$ cat config.mk
export PLATFORM = sky130hd
export DESIGN_NAME = pipeline_hazard_ctrl
export DESIGN_NICKNAME = d
export VERILOG_FILES = /design/src/rtl/pipeline_hazard_ctrl.sv
export SDC_FILE = /design/constraint.sdc
export NUM_CORES = 1
export LEC_CHECK = 0
export ABC_AREA = 1
export BUFFER_PORTS_ARGS = -buffer_cell sky130_fd_sc_hd__buf_2
export CAP_MARGIN = 20
export CORE_MARGIN = 2
export CORE_UTILIZATION = 40
export CTS_CLUSTER_SIZE = 12
export DETAILED_ROUTE_END_ITERATION = 6
export GPL_TIMING_DRIVEN = 0
export PLACE_DENSITY = 0.81
export SYNTH_ARGS = -nofsm -noshare
export SYNTH_HDL_FRONTEND = slang
export SYNTH_SLANG_ARGS = --single-unit
$ cat constraint.sdc
create_clock -name clk -period 2.1 [get_ports clk]
set_input_delay 0.63 -clock clk [delete_from_list [all_inputs] [get_ports clk]]
set_output_delay 0.63 -clock clk [all_outputs]
set_load 0.02 [all_outputs]
$ cat src/rtl/pipeline_hazard_ctrl.sv
// Stall/flush sequencer for a 5-stage MIPS pipeline: load-use, taken branch and multi-cycle memory.
// Optional perf counters (stall_cycles, flush_count) are built when HAZ_PERF_CNT_EN is defined.
module pipeline_hazard_ctrl #(
  parameter int MEM_TIMEOUT = 16,
  parameter int CNT_W       = 5,
  parameter int RA_W        = 5
) (
  input  logic            clk,
  input  logic            rst_n,
  input  logic [RA_W-1:0] id_rs,
  input  logic [RA_W-1:0] id_rt,
  input  logic            idex_mem_read,
  input  logic [RA_W-1:0] idex_rt,
  input  logic            exmem_branch,
  input  logic            exmem_zero,
  input  logic            exmem_mem_read,
  input  logic            exmem_mem_write,
  input  logic            mem_ready,
  output logic            pc_write,
  output logic            pc_src,
  output logic            ifid_write,
  output logic            ifid_flush,
  output logic            idex_write,
  output logic            idex_flush,
  output logic            exmem_hold,
  output logic            exmem_flush,
  output logic            mem_timeout,
  output logic [31:0]     stall_cycles,
  output logic [31:0]     flush_count
);

  localparam logic [1:0] ST_RUN        = 2'd0;
  localparam logic [1:0] ST_LOAD_STALL = 2'd1;
  localparam logic [1:0] ST_BR_FLUSH   = 2'd2;
  localparam logic [1:0] ST_MEM_WAIT   = 2'd3;

  localparam logic [CNT_W-1:0] TIMEOUT_CNT = CNT_W'(MEM_TIMEOUT);

  logic [1:0]       state_q, state_d;
  logic [CNT_W-1:0] wait_cnt_q, wait_cnt_d;
  logic             mem_timeout_q, mem_timeout_d;

  logic mem_busy, take_br, load_use;
  logic freeze, do_branch, do_load_stall, do_abort;

  assign mem_busy = (exmem_mem_read | exmem_mem_write) & ~mem_ready;
  assign take_br  = exmem_branch & exmem_zero;
  assign load_use = idex_mem_read & (idex_rt != '0) & ((idex_rt == id_rs) | (idex_rt == id_rt));

  always_comb begin
    state_d       = state_q;
    wait_cnt_d    = wait_cnt_q;
    mem_timeout_d = mem_timeout_q;
    freeze        = 1'b0;
    do_branch     = 1'b0;
    do_load_stall = 1'b0;
    do_abort      = 1'b0;
    case (state_q)
      ST_RUN: begin
        if (mem_busy) begin
          freeze     = 1'b1;
          wait_cnt_d = CNT_W'(1);
          state_d    = ST_MEM_WAIT;
        end else if (take_br) begin
          do_branch = 1'b1;
          state_d   = ST_BR_FLUSH;
        end else if (load_use) begin
          do_load_stall = 1'b1;
          state_d       = ST_LOAD_STALL;
        end
      end
      // Single-cycle shadow states: only a new memory stall can interrupt them.
      ST_LOAD_STALL, ST_BR_FLUSH: begin
        if (mem_busy) begin
          freeze     = 1'b1;
          wait_cnt_d = CNT_W'(1);
          state_d    = ST_MEM_WAIT;
        end else begin
          state_d = ST_RUN;
        end
      end
      ST_MEM_WAIT: begin
        if (!mem_busy) begin
          wait_cnt_d = '0;
          state_d    = ST_RUN;
        end else if (wait_cnt_q == TIMEOUT_CNT) begin
          // Abandon the stuck access: bubble EX/MEM and let the pipeline move on.
          do_abort      = 1'b1;
          mem_timeout_d = 1'b1;
          wait_cnt_d    = '0;
          state_d       = ST_RUN;
        end else begin
          freeze     = 1'b1;
          wait_cnt_d = wait_cnt_q + CNT_W'(1);
        end
      end
      default: state_d = ST_RUN;
    endcase
  end

  always_ff @(posedge clk) begin
    if (!rst_n) begin
      state_q       <= ST_RUN;
      wait_cnt_q    <= '0;
      mem_timeout_q <= 1'b0;
    end else begin
      state_q       <= state_d;
      wait_cnt_q    <= wait_cnt_d;
      mem_timeout_q <= mem_timeout_d;
    end
  end

  assign pc_write    = rst_n & ~freeze & ~do_load_stall;
  assign pc_src      = rst_n & do_branch;
  assign ifid_write  = rst_n & ~freeze & ~do_load_stall;
  assign ifid_flush  = ~rst_n | do_branch;
  assign idex_write  = rst_n & ~freeze;
  assign idex_flush  = ~rst_n | do_branch | do_load_stall;
  assign exmem_hold  = rst_n & freeze;
  assign exmem_flush = ~rst_n | do_branch | do_abort;
  assign mem_timeout = mem_timeout_q;

`ifdef HAZ_PERF_CNT_EN
  logic [31:0] stall_cycles_q, stall_cycles_d;
  logic [31:0] flush_count_q, flush_count_d;

  always_comb begin
    stall_cycles_d = stall_cycles_q;
    flush_count_d  = flush_count_q;
    if (rst_n && !pc_write && (stall_cycles_q != 32'hFFFF_FFFF))
      stall_cycles_d = stall_cycles_q + 32'd1;
    if (rst_n && do_branch && (flush_count_q != 32'hFFFF_FFFF))
      flush_count_d = flush_count_q + 32'd1;
  end

  always_ff @(posedge clk) begin
    if (!rst_n) begin
      stall_cycles_q <= '0;
      flush_count_q  <= '0;
    end else begin
      stall_cycles_q <= stall_cycles_d;
      flush_count_q  <= flush_count_d;
    end
  end

  assign stall_cycles = stall_cycles_q;
  assign flush_count  = flush_count_q;
`else
  assign stall_cycles = '0;
  assign flush_count  = '0;
`endif

endmodule

# --- Word level (Yosys, flattened, before mapping) ---
# Index checks and enable logic that the tools add are counted.
totals:
  reg_bits: 8
  latch_bits: 0
  ram_bits: 0
  rom_bits: 0
  input_bits: 23
  output_inout_bits: 73
  memories: 0
op_classes:
  addsub: 1
  multipliers: 0
  n_div: 0
  magnitude_cmp: 0
  eq_ne: 9
  n_shift: 0
  n_mux: 25
  bitwise_logic: 17
  reduce_logical: 6
op_table:
  columns: ["op", "n"]
  rows:
  - ["5-bit two-way mux", 3]
  - ["1-bit two-way mux", 13]
  - ["2-bit two-way mux", 6]
  - ["5-bit == test", 2]
  - ["5-bit one-hot mux with 2 select lines", 1]
  - ["1-bit AND", 8]
  - ["2-bit one-hot mux with 3 select lines", 1]
  - ["5-bit by 1-bit adder with 5-bit output, second input constant", 1]
  - ["5-bit == test, second input constant", 1]
  - ["1-bit bitwise OR", 5]
  - ["5-bit nonzero test", 1]
  - ["2-bit == test, second input constant", 2]
  - ["4-bit inequality test, second input constant", 1]
  - ["1-bit NOT", 4]
  - ["3-bit inequality test, second input constant", 1]
  - ["3-bit AND reduction", 1]
  - ["3-bit OR reduction", 1]
  - ["2-bit by 1-bit == test with 1-bit output, second input constant", 1]
  - ["2-bit zero test", 1]
  - ["2-bit by 1-bit inequality test with 1-bit output, second input constant", 1]
  - ["1-bit one-hot mux with 2 select lines", 1]
  - ["2-bit AND reduction", 1]
  - ["2-bit OR reduction", 1]

# --- Logic depth before layout (Yosys ltp) ---
depth:
  depth_word: 9
  mapped_depth: 11
  ltp_nobuf: 11

# --- Least setup slack after synthesis ---
# OpenSTA, ideal clock, no wires.
synth_path:
  path_type: "input -> output"
  startpoint: "in exmem_mem_write"
  endpoint: "out pc_write"
  t_arrival_ns: 1.566
  t_required_ns: 1.470
  setup_slack_ns: -0.096
  path_stages: 7
  path_buffers: 1
  path_cell_list: "nor2_2 nor2_4 inv_1 o21a_1 nand2_1 inv_1 buf_4"
synth_via:
  elab_chain_len: 7
synth_rtl:
  columns: ["element", "line_no", "source"]
  rows:
  - ["from (decl)", "17", "input logic exmem_mem_write,"]
  - ["1-bit bitwise OR (*)", "46", "assign mem_busy = (exmem_mem_read | exmem_mem_write) & ~mem_ready;"]
  - ["1-bit AND (*)", "46", null]
  - ["1-bit two-way mux (on tied branches)", "83, 60, 74", null]
  - ["1-bit one-hot mux with 2 select lines (*)", "58", "case (state_q)"]
  - ["1-bit NOT (*)", null, null]
  - ["1-bit AND (*)", null, null]
  - ["via idex_write", "23", "output logic idex_write,"]
  - ["1-bit AND (*)", "113", "assign pc_write = rst_n & ~freeze & ~do_load_stall;"]
  - ["to (decl)", "19", "output logic pc_write,"]
# The timed path passes the listed nets; every way through them passes the cells marked *.

# --- Worst setup path after layout ---
layout_path:
  startpoint: "in id_rt[2]"
  endpoint: "out pc_write"
layout_via:
  elab_chain_len: 9
layout_rtl:
  columns: ["element", "line_no", "source"]
  rows:
  - ["from (decl)", "11", "input logic [RA_W-1:0] id_rt,"]
  - ["5-bit == test", "48", "assign load_use = idex_mem_read & (idex_rt != '0) & ((idex_rt == id_rs) | (idex_rt == id_rt));"]
  - ["1-bit bitwise OR", "48", null]
  - ["1-bit AND", "48", null]
  - ["1-bit two-way mux", "67", "end else if (load_use) begin"]
  - ["1-bit two-way mux", "64", "end else if (take_br) begin"]
  - ["1-bit two-way mux", "60", "if (mem_busy) begin"]
  - ["1-bit two-way mux", "58", null]
  - ["1-bit NOT", "113", null]
  - ["1-bit AND", "113", null]
# No other way between the ends.

==> results.py <==
metrics = {
    "status": {
        "status": "finished with violations",
        "violations": "setup timing",
    },
    "placed_design": {
        "gp_congestion": 0.746,
        "placed_area_sq_mm": 0.00169,
        "port-buffer-count": 31,
        "place_hpwl_mm": 2.08,
        "place_inst": 321,
    },
    "critical_path": {
        "cp_slowest_cell": "buf_6",
        "path_cells": "buf_2, inv_1, nand2_2, nand2_1, nor2_1, nand3_1, nand2_2, nand3_2, nand2_2, inv_2, buf_6, buf_6",
        "critPathKind": "primary input to primary output",
        "crit_family": "simple AND/OR/NAND/NOR gates",
        "worstSetupStartpointType": "primary input",
        "max_stage_delay_ps": 120,
        "required_ps": 1470,
        "cp_num_buf_inv": 5,
        "endpoint_kind": "primary output",
        "worst_ep_arrival_time_ps": 1580,
        "critPathMostFrequentCell": "nand2_2",
        "critPathMaxFanout": 2,
    },
    "timing": {
        "worst_slack_ps": -114,
        "finalHoldViolCount": 0,
        "setup-violations-final": 3,
        "timing.fmax_mhz": 452,
        "rsz0062_at_grt": "yes",
        "finalClockSkew_ps": 4.84,
        "slew_viol_final": 0,
        "fin_hold_ws_ps": 456,
        "finalCriticalPeriod_ps": 2210,
        "fin_crit_sh": 1.05,
    },
    "route": {
        "vias": 1216,
        "drt_first_pass_iters": 4,
        "drtIter0Drc": 16,
        "drtAntennaViolNets": 0,
        "wire_per_inst_microns": 7.87,
        "drt_wl_total_mm": 2.60,
        "via_per_inst": 3.68,
        "drc": 0,
    },
    "floorplanning": {
        "io-pin-count": 96,
        "initial_core_util": 0.415,
        "placementRows": 20,
        "core-area_sq_mm": 0.00300,
        "die_h_microns": 59.8,
        "die_w_microns": 59.8,
        "dieArea_sq_mm": 0.00358,
    },
    "yosys": {
        "synth-main-ff-cell": "dfxtp_1",
        "ys_seq_elements": 8,
        "yosys.area_share.simple": 0.268,
        "synth.area.top_cells": "buf_4, dfxtp_1, nand2_1, inv_1, ha_1",
        "netlist_area_sq_mm": 0.00125,
        "synth.top_cell.area_share": 0.391,
        "synth_area_per_cell_sq_um": 6.43,
        "ys_types": 27,
        "synth_edf_count": 0,
        "syn_inst": 194,
        "synth-xor-area-share": 0.0211,
        "synthAdderAreaFrac": 0.0502,
        "synth_top_family_by_area": "buffers and inverters",
        "synthMuxAreaShare": 0,
        "ys_async_sr_fraction": 0,
        "synth_top_cell_by_area": "buf_4",
        "yosysWarningCount": 0,
        "synth_compound_area_frac": 0.0491,
        "ys_seq_area_frac": 0.128,
    },
    "cts": {
        "cts_tree": "done",
        "clk_latency_ps": 260,
        "clock-root-buffer": "clkbuf_4",
        "max-clock-path-buffers": 2,
        "htree_num_levels": 1,
        "clkSinkCount": 8,
        "clk_pin_slew_ps": 50,
        "cts_buffers": 3,
        "hold_buffers": 0,
    },
    "pwr": {
        "power.leakage_nw": 1.18,
        "vdd_ir_drop_max_mv": 0.208,
        "powerDensity_mw_per_mm2": 453,
    },
    "finish": {
        "multi_input_area_sq_um": 787,
        "mostFrequentLayoutCell": "buf_4",
        "final_cell_area_sq_mm": 0.00189,
        "stdcell_count": 330,
        "drive_gt1_frac": 0.478,
        "fillers": 293,
        "seq_area_sq_um": 165,
        "syn_to_final_growth_pct": 51.4,
        "final_cell_mix": "buf_4, conb_1, nand2_1, buf_2, inv_1",
        "antennaDiodeCount": 0,
        "final_nets": 327,
    },
    "grt": {
        "grt_use_total": 0.137,
        "grt_busiest_layer": "met2",
        "grt_pass1_vias": 1000,
        "grt_util_met1": 0.142,
        "grt_remaining_overflow": 0,
        "grt_max_degree": 8,
        "grt_pass1_wl_mm": 3.82,
        "met3_usage": 0.0368,
        "antenna_found_initial": 0,
        "use_met2": 0.269,
    },
    "run": {
        "maxCapViolCount": 0,
    },
    "hold_path": {
        "hold_path_class": "register to register",
    },
}
-- worst register-to-register path: stages (launching register included) --
cell	delay (ps)
dfxtp_2	360
inv_1	60
ha_1	230
nand2_1	110
inv_2	50
buf_4	130
nand2_2	90
nand2_1	60
nand3_1	60
nand2_1	50
-- synth_stat cells (all sizes together) (2+ instances only) --
| cell type | count |
|---|---|
| a21oi | 4 |
| buf | 65 |
| dfxtp | 8 |
| ha | 5 |
| inv | 28 |
| nand2 | 40 |
| nand3 | 9 |
| nand4 | 3 |
| nor2 | 17 |
| nor3 | 2 |
| o21ai | 3 |
| xnor2 | 2 |
-- flip-flops by register name, indices dropped and copies added, names as in the netlist --
register     count
mem_timeout      1
state_q          2
wait_cnt_q       5
-- final cells by class --
| cell class | instances | area share |
|---|---|---|
| multi-input cells | 155 | 0.417 |
| repair buffers | 37 | 0.141 |
| plain buffers | 65 | 0.260 |
| well taps | 33 | 0.0219 |
| inverters | 29 | 0.0603 |
| flip-flops and latches | 8 | 0.0875 |
| clock buffers | 3 | 0.0119 |
-- stage by stage --
| step | setup TNS, ps | setup slack [ps] | utilization | power (mW) |
|---|---|---|---|---|
| final | -246 | -114 | 0.629 | 0.855 |
| after global routing | -447 | -167 | 0.629 | 0.926 |
| after CTS | -142 | -75.7 | 0.613 | 0.835 |
| after detailed placement | -553 | -214 | 0.562 | 0.658 |
| after global placement | -543 | -209 | 0.562 | 0.651 |
| after floorplan | 0 | 3.92 | - | 0.585 |
-- path summary, 6_finish.rpt --
path | startpoint | end | slack, ps | cells past startpoint
setup / recovery | id_rt[2] | pc_write | -110 | 12
hold / removal | mem_timeout | mem_timeout | 460 | 2
setup reg to reg | state_q[0] | state_q[0] | 790 | 9
hold reg to reg | mem_timeout | mem_timeout | 460 | 2
-- layer usage --
layer	vias to the layer above	part of all wire	wire length (microns)
li1	666	-	-
met2	50	0.56	1450
met3	0	0.087	225
met4	0	0	0
met5	-	0	0
met1	500	0.36	924
-- cells by family after synthesis --
logic type	Yosys count
buf+inv	94
simple gates	73
compound gates	10
flops	8
fa+ha+maj	5
xor+xnor	3
other cells	1
-- power breakdown --
group | switching (mW) | internal (mW) | leakage (nW)
sequential | 0.0250 | 0.178 | 0.0666
combinational | 0.298 | 0.233 | 1.10
clock | 0.0548 | 0.0656 | 0.0138
-- repair_timing --
| action | 4_1_cts | 5_1_grt |
|---|---|---|
| endpoints found under the setup margin | 5 | 5 |
| resized for setup | 33 | 10 |
| setup buffers | 4 | 2 |
| pin swaps | 13 | 6 |
No activity file was read; power rests on OpenSTA's default activity.
